==> config.mk <==
export PLATFORM = sky130hd
export DESIGN_NAME = aucohl_fifo_th_flat
export DESIGN_NICKNAME = d
export VERILOG_FILES = /design/src/rtl/aucohl_fifo_th_if.sv /design/src/rtl/aucohl_fifo_th.sv /design/src/flat_wrapper.sv
export SDC_FILE = /design/constraint.sdc
export NUM_CORES = 1
export LEC_CHECK = 0
export BUFFER_PORTS_ARGS = -buffer_cell sky130_fd_sc_hd__buf_4
export CAP_MARGIN = 20
export CORE_ASPECT_RATIO = 2
export CORE_MARGIN = 3
export CORE_UTILIZATION = 45
export DETAILED_ROUTE_END_ITERATION = 6
export GPL_TIMING_DRIVEN = 1
export RECOVER_POWER = 25
export SETUP_SLACK_MARGIN = 0.5
export SYNTH_ARGS = -nofsm -noshare
export SYNTH_HDL_FRONTEND = slang
export SYNTH_SLANG_ARGS = --single-unit
export TNS_END_PERCENT = 10
==> constraint.sdc <==
create_clock -name clk -period 3 [get_ports clk]
set_input_delay 0.3 -clock clk [delete_from_list [all_inputs] [get_ports clk]]
set_output_delay 0.3 -clock clk [all_outputs]
set_load 0.05 [all_outputs]
==> src/rtl/aucohl_fifo_th_if.sv <==
// FIFO bus bundle: request/data/threshold inputs and status outputs.
`timescale 1ns/1ps
interface aucohl_fifo_th_if #(
    parameter int unsigned DW = 8,
    parameter int unsigned AW = 4
);
    localparam int unsigned CW = AW + 1;

    logic          wr;
    logic [DW-1:0] wdata;
    logic          rd;
    logic [DW-1:0] rdata;
    logic          flush;
    logic [CW-1:0] afull_th;
    logic [CW-1:0] aempty_th;
    logic          err_clr;
    logic          full;
    logic          empty;
    logic          almost_full;
    logic          almost_empty;
    logic [CW-1:0] level;
    logic          overflow;
    logic          underflow;

    modport master (
        output wr, wdata, rd, flush, afull_th, aempty_th, err_clr,
        input  rdata, full, empty, almost_full, almost_empty, level, overflow, underflow
    );

    modport slave (
        input  wr, wdata, rd, flush, afull_th, aempty_th, err_clr,
        output rdata, full, empty, almost_full, almost_empty, level, overflow, underflow
    );
endinterface

==> src/rtl/aucohl_fifo_th.sv <==
// Single-clock show-ahead FIFO with occupancy count, almost-full/empty thresholds and flush.
// Define AUCOHL_FIFO_TH_ERR_EN to build the sticky overflow/underflow flags.
`timescale 1ns/1ps
module aucohl_fifo_th #(
    parameter int unsigned DW = 8,
    parameter int unsigned AW = 4
) (
    input  logic              clk,
    input  logic              rst_n,
    aucohl_fifo_th_if.slave   bus
);
    localparam int unsigned DEPTH = 1 << AW;
    localparam int unsigned CW    = AW + 1;

    logic [DW-1:0] mem_q [DEPTH];
    logic [DW-1:0] mem_d [DEPTH];
    logic [AW-1:0] w_ptr_q, w_ptr_d;
    logic [AW-1:0] r_ptr_q, r_ptr_d;
    logic [CW-1:0] level_q, level_d;
    logic          full_q, full_d;
    logic          empty_q, empty_d;
    logic          w_acc_c, r_acc_c;

    // Flush blocks both sides; full/empty gate their own side only.
    always_comb begin
        w_acc_c = bus.wr & ~full_q  & ~bus.flush;
        r_acc_c = bus.rd & ~empty_q & ~bus.flush;
    end

    always_comb begin
        w_ptr_d = w_ptr_q;
        r_ptr_d = r_ptr_q;
        level_d = level_q;
        if (bus.flush) begin
            w_ptr_d = '0;
            r_ptr_d = '0;
            level_d = '0;
        end else begin
            if (w_acc_c) w_ptr_d = w_ptr_q + AW'(1);
            if (r_acc_c) r_ptr_d = r_ptr_q + AW'(1);
            level_d = level_q + CW'(w_acc_c) - CW'(r_acc_c);
        end
        // Status comes from the count, so a full ring never aliases with empty.
        full_d  = (level_d == CW'(DEPTH));
        empty_d = (level_d == '0);
    end

    always_comb begin
        mem_d = mem_q;
        if (w_acc_c) mem_d[w_ptr_q] = bus.wdata;
    end

    // Storage carries no reset; contents are only meaningful behind the count.
    always_ff @(posedge clk) begin
        mem_q <= mem_d;
    end

    always_ff @(posedge clk or negedge rst_n) begin
        if (!rst_n) begin
            w_ptr_q <= '0;
            r_ptr_q <= '0;
            level_q <= '0;
            full_q  <= 1'b0;
            empty_q <= 1'b1;
        end else begin
            w_ptr_q <= w_ptr_d;
            r_ptr_q <= r_ptr_d;
            level_q <= level_d;
            full_q  <= full_d;
            empty_q <= empty_d;
        end
    end

`ifdef AUCOHL_FIFO_TH_ERR_EN
    logic overflow_q, overflow_d;
    logic underflow_q, underflow_d;

    // A new error in the same cycle as err_clr stays set.
    always_comb begin
        overflow_d  = (overflow_q  & ~bus.err_clr) | (bus.wr & full_q  & ~bus.flush);
        underflow_d = (underflow_q & ~bus.err_clr) | (bus.rd & empty_q & ~bus.flush);
    end

    always_ff @(posedge clk or negedge rst_n) begin
        if (!rst_n) begin
            overflow_q  <= 1'b0;
            underflow_q <= 1'b0;
        end else begin
            overflow_q  <= overflow_d;
            underflow_q <= underflow_d;
        end
    end

    assign bus.overflow  = overflow_q;
    assign bus.underflow = underflow_q;
`else
    logic unused_err_clr;
    assign unused_err_clr = bus.err_clr;
    assign bus.overflow   = 1'b0;
    assign bus.underflow  = 1'b0;
`endif

    assign bus.rdata        = mem_q[r_ptr_q];
    assign bus.level        = level_q;
    assign bus.full         = full_q;
    assign bus.empty        = empty_q;
    assign bus.almost_full  = (level_q >= bus.afull_th);
    assign bus.almost_empty = (level_q <= bus.aempty_th);
endmodule

==> src/flat_wrapper.sv <==
// flat-port wrapper written by rule: the top's interface ports become plain ports
module aucohl_fifo_th_flat 
#(
    parameter int unsigned DW = 8,
    parameter int unsigned AW = 4
)
  (clk, rst_n, bus_wr, bus_wdata, bus_rd, bus_flush, bus_afull_th, bus_aempty_th, bus_err_clr, bus_rdata, bus_full, bus_empty, bus_almost_full, bus_almost_empty, bus_level, bus_overflow, bus_underflow);
  aucohl_fifo_th_if #(.DW(DW), .AW(AW)) bus_i ();
  input  logic clk;
  input  logic rst_n;
  input wire logic [$bits(bus_i.wr)-1:0] bus_wr;
  input wire logic [$bits(bus_i.wdata)-1:0] bus_wdata;
  input wire logic [$bits(bus_i.rd)-1:0] bus_rd;
  input wire logic [$bits(bus_i.flush)-1:0] bus_flush;
  input wire logic [$bits(bus_i.afull_th)-1:0] bus_afull_th;
  input wire logic [$bits(bus_i.aempty_th)-1:0] bus_aempty_th;
  input wire logic [$bits(bus_i.err_clr)-1:0] bus_err_clr;
  output wire logic [$bits(bus_i.rdata)-1:0] bus_rdata;
  output wire logic [$bits(bus_i.full)-1:0] bus_full;
  output wire logic [$bits(bus_i.empty)-1:0] bus_empty;
  output wire logic [$bits(bus_i.almost_full)-1:0] bus_almost_full;
  output wire logic [$bits(bus_i.almost_empty)-1:0] bus_almost_empty;
  output wire logic [$bits(bus_i.level)-1:0] bus_level;
  output wire logic [$bits(bus_i.overflow)-1:0] bus_overflow;
  output wire logic [$bits(bus_i.underflow)-1:0] bus_underflow;
  assign bus_i.wr = bus_wr;
  assign bus_i.wdata = bus_wdata;
  assign bus_i.rd = bus_rd;
  assign bus_i.flush = bus_flush;
  assign bus_i.afull_th = bus_afull_th;
  assign bus_i.aempty_th = bus_aempty_th;
  assign bus_i.err_clr = bus_err_clr;
  assign bus_rdata = bus_i.rdata;
  assign bus_full = bus_i.full;
  assign bus_empty = bus_i.empty;
  assign bus_almost_full = bus_i.almost_full;
  assign bus_almost_empty = bus_i.almost_empty;
  assign bus_level = bus_i.level;
  assign bus_overflow = bus_i.overflow;
  assign bus_underflow = bus_i.underflow;
  aucohl_fifo_th #(.DW(DW), .AW(AW)) u_core (.clk(clk), .rst_n(rst_n), .bus(bus_i));
endmodule
## After elaboration in Yosys (flattened, before gate mapping)

Cells that the tools add are included.

| storage, ports and cells | value |
|---|---|
| output and inout port bits | 19 |
| logic and storage cells | 55 |
| register bits after elaboration | 143 |

| cells by class | value |
|---|---|
| equality and inequality tests | 1 |
| multiplexer cells | 11 |
| order comparisons | 5 |
| bitwise operators | 9 |
| add/subtract/negate cells | 4 |
| reductions and logical operators | 4 |

Operators with widths:

| kind | count |
|---|---|
| $bwmux W128 | 1 |
| $bmux W8 S4 | 1 |
| $demux W8 S4 | 1 |
| $mux W8 | 3 |
| $mux W4 | 4 |
| $ge A5 B5 Y1 const B | 2 |
| $not A4 Y5 | 2 |
| $add A4 B1 Y4 const B | 2 |
| $add A5 B1 Y5 | 1 |
| $eq A5 B5 Y1 const B | 1 |
| $ge A5 B5 Y1 | 1 |
| $le A5 B5 Y1 | 1 |
| $logic_not A5 Y1 | 1 |
| $lt A5 B1 Y1 const B | 1 |
| $mux W5 | 1 |
| $sub A5 B1 Y5 | 1 |
| $and A1 B1 Y1 | 4 |
| $reduce_bool A2 Y1 | 2 |
| $not A1 Y1 | 3 |
| $logic_and A1 B1 Y1 | 1 |

## Longest topological paths before layout

| logic depth | value |
|---|---|
| depth after elaboration | 7 |
| mapped depth | 12 |

## Worst setup path before layout

Ideal clock, no wire load.

| timing path | value |
|---|---|
| path kind | register -> output |
| start | reg u_core.level_q[1], in the netlist u_core.bus.level[1] |
| end | out bus_almost_empty |
| required time | 2.700 ns |
| stages on the path, launching flop included | 7 |
| arrival time | 2.411 ns |
| slack | 0.289 ns |
| path buffers | 0 |
| path through | dfrtp_1 ha_1 nor2b_1 o21a_1 o21a_1 o21a_1 o22ai_1 |

| on the way | value |
|---|---|
| cells in the longest elaborated chain, start to end | 1 |

Ends and longest elaborated chain:

| element | RTL line | RTL |
|---|---|---|
| from (decl) | aucohl_fifo_th.sv:19 | `logic [CW-1:0] level_q, level_d;` |
| from (signal assigned) | aucohl_fifo_th.sv:68 | `level_q <= level_d;` |
| $le A5 B5 Y1 | aucohl_fifo_th.sv:108 | `assign bus.almost_empty = (level_q <= bus.aempty_th);` |
| to (decl) | flat_wrapper.sv:22 | `output wire logic [$bits(bus_i.almost_empty)-1:0] bus_almost_empty;` |

Every way passes these cells.

## Worst setup path after layout

| timing path | value |
|---|---|
| start | reg u_core.r_ptr_q[0] |
| end | out bus_rdata[3] |

| on the way | value |
|---|---|
| cells in the longest elaborated chain, start to end | 4 |

Ends and longest elaborated chain:

| element | RTL line | RTL |
|---|---|---|
| from (decl) | aucohl_fifo_th.sv:18 | `logic [AW-1:0] r_ptr_q, r_ptr_d;` |
| from (signal assigned) | aucohl_fifo_th.sv:67 | `r_ptr_q <= r_ptr_d;` |
| $not A4 Y5 (not written as such) | aucohl_fifo_th.sv:103 | `assign bus.rdata = mem_q[r_ptr_q];` |
| $bmux W8 S4 | aucohl_fifo_th.sv:103 |  |
| $mux W8 (not written as such) (2 in series) | aucohl_fifo_th.sv:103 |  |
| to (decl) | flat_wrapper.sv:18 | `output wire logic [$bits(bus_i.rdata)-1:0] bus_rdata;` |

Every way passes these cells. The select of a mux whose other input is x is not followed.

==> results.txt <==
root buffer cell: clkbuf_16
FMAX: 0.409 GHz
n_diodes: 0
Nets: 484
CP Launch Type: flop
Finished Layout Cells: 604
number of global-route vias before repair: 3730
post-route ant nets: 0
DRC viols: 0
Relative slew margins: 0.456
IO Count: 43
Layout area overhead: 19.5%
GPL Wtd Cong: 0.748
r2r setup slk: 680 ps
initial core utilization: 0.466
top-count cell post-synth: edfxtp_1
max cap viols: 0
fraction of the yosys area taken by sequential cells: 0.685
ratio of cells with drive above 1 in the final layout: 0.268
Commonest cells post-synth: 128 x edfxtp_1, 28 x nor2_1, 25 x mux2i_1, 20 x ha_1, 20 x inv_1
DIE HEIGHT: 171 µm
drt via density: 5.50
asr flop ratio synth: 0.105
Syn. warnings: 0
CTS tree: built
GRT Resource Usage Total: 0.192
Finish-stage setup viols: 0
hpwl dp: 9040 µm
DR WL/cell: 21.9 µm
post-layout util: 0.557
Post-Syn Instances: 380
placed cell count: 569
WS Path Type: reg2out
Period Utilization, post-route: 0.816
Iter 0 DRT Violations: 171
pin count of the biggest net entering global routing: 23
Peak VDD IR: 0.000622 V
Clock transition at path regs: 60 ps
ys flop type: edfxtp_1
Synth Area per Inst: 16.2 µm²
CTS Buf Count: 17
post-route minimum period: 2450 ps
die width: 88.7 µm
outcome: completed
worst-skew pair later-pin latency: 400 ps
core area: 13200 µm²
setup TNS: 0 ps
Post-synth EDFFs: 128
# rows: 59
final hold viol count: 0
P per Cell Area: 808 nW/µm²
die area: 15200 µm²
Max Slew Vio Count: 0
final wirelength: 13200 µm
antenna violations before repair: 0
RR Endpoint: u_core.bus.empty
Critical Path Sink Type: primary output
flops & latches, synth: 143
worst r2r path cells: 12
crit-path max FO: 12
Yosys top cell by area: edfxtp_1
r2r startpoint: u_core.bus.empty
top cells by area, synth: edfxtp_1 62%, mux4_2 5.9%, dfrtp_1 5.7%, ha_1 4.1%, mux2i_1 4.1%
Port Buffer Count: 39
critical path endpoint: bus_rdata[3]
top cell type's share of synthesized area: 0.624
Pre-antenna DRT Iters: 4
GR Overflow Total: 0
Worst EP arrival: 2150 ps
H-tree Lvls: 4
hold crit path type: in2reg
Clock Path Buffers: 2
CTS sink count: 143
Synth cell types: 39
required time worst endpoint: 2700 ps
global-route wire length before repair: 20600 µm
CP startpoint: u_core.r_ptr_q[0]
RSZ-0062 raised after global routing: yes
Clock Skew: 7.12 ps
synthesized area: 6160 µm²
Worst-Margin Slew: 813 ps
Vias: 3319
Lkg Pwr: 0.00263 µW
==> layout by cell type, fill, tap and decap left out, types with 4 or more instances in the layout <==
cell,netlist,layout
bufinv_16,0,4
nor3_1,5,4
o21ai_1,7,7
clkbuf_16,0,17
edfxtp_1,128,128
dfrtp_1,14,11
a221oi_2,6,7
buf_4,3,46
a21oi_1,13,9
mux4_2,16,16
nand2_1,16,15
clkbuf_1,3,9
a21oi_2,0,4
a22oi_1,8,8
mux2_1,7,7
o21ai_0,10,10
nor2_1,28,28
ha_1,20,20
mux2i_1,25,25
xor2_1,7,6
inv_1,20,20
nor2b_1,6,4
==> registers in the layout, summed over array words and instances, names as in the netlist <==
signal            cells
u_core.mem_q        128
u_core.bus.level      5
u_core.r_ptr_q        4
u_core.w_ptr_q        4
u_core.bus.full       1
u_core.bus.empty      1
==> worst min-delay path by stage <==
stage,endpoint,from,cells after the start
detailed placement,u_core.bus.level[3],rst_n,1
floorplan,u_core.bus.full,rst_n,0
CTS,u_core.r_ptr_q[0],bus_flush,2
finish,u_core.w_ptr_q[0],bus_flush,2
global route,u_core.bus.level[0],bus_flush,2
global placement,u_core.bus.level[3],rst_n,1
==> power breakdown <==
part | switching, µW | total, µW | internal [µW]
registers | 77.8 | 2330 | 2250
logic | 848 | 1440 | 597
clock network | 779 | 2170 | 1390
total | 1710 | 5950 | 4240
==> critical path, stage by stage, from the launching register on <==
cell	delay, ps
dfrtp_4	480
buf_12	160
mux2_2	330
o21ai_0	200
a21oi_2	90
a22oi_1	190
nand2_1	90
buf_4	200
==> layer usage <==
metal,vias up,part of all wire,GRT usage
met2,78,0.60,0.370
met5,-,0,0
li1,1556,-,-
met1,1664,0.33,0.187
met3,21,0.035,0.0374
met4,0,0.037,0.0875
==> kinds of logic (layout without fill, tap and decap cells) <==
family / after synthesis / after routing / share of synthesized area
DFF: 143 / 143 / 0.685
xor gates and xnor gates: 10 / 10 / 0.0142
AOI/OAI and AO/OA: 54 / 54 / 0.0618
muxes: 49 / 49 / 0.114
buffers and inverters: 39 / 110 / 0.0355
adders and majority gates: 21 / 21 / 0.0439
and+or+nand+nor: 63 / 63 / 0.0451
other: 1 / 2 / 0.000609
==> stage by stage <==
step	hold slack, ps	total power, µW	cell area [µm²]	setup slack [ps]
2_1_floorplan	4.41	3370	6170	488
3_3_place_gp	165	3710	6660	577
3_5_place_dp	171	3730	6660	534
4_1_cts	184	5940	7320	416
5_1_grt	215	6210	7360	418
6_report	202	5950	7360	553
==> repair_timing <==
action	CTS	global route
setup endpoints to repair	9	12
resized for setup	4	16
setup buffers	2	0
hold buffers	1	0
pin swaps	0	1
hold endpoints to repair	15	0
==> cell type report <==
cell class              instances  area [µm²]
well taps                     152         190
flip-flops and latches        143        4230
multi-input cells             199        1800
repair buffers                 58         453
clock buffers                  19         433
fillers                      1056        5850
inverters                      20        75.1
clock inverters                13         186
(Power assumes the default switching activity.)
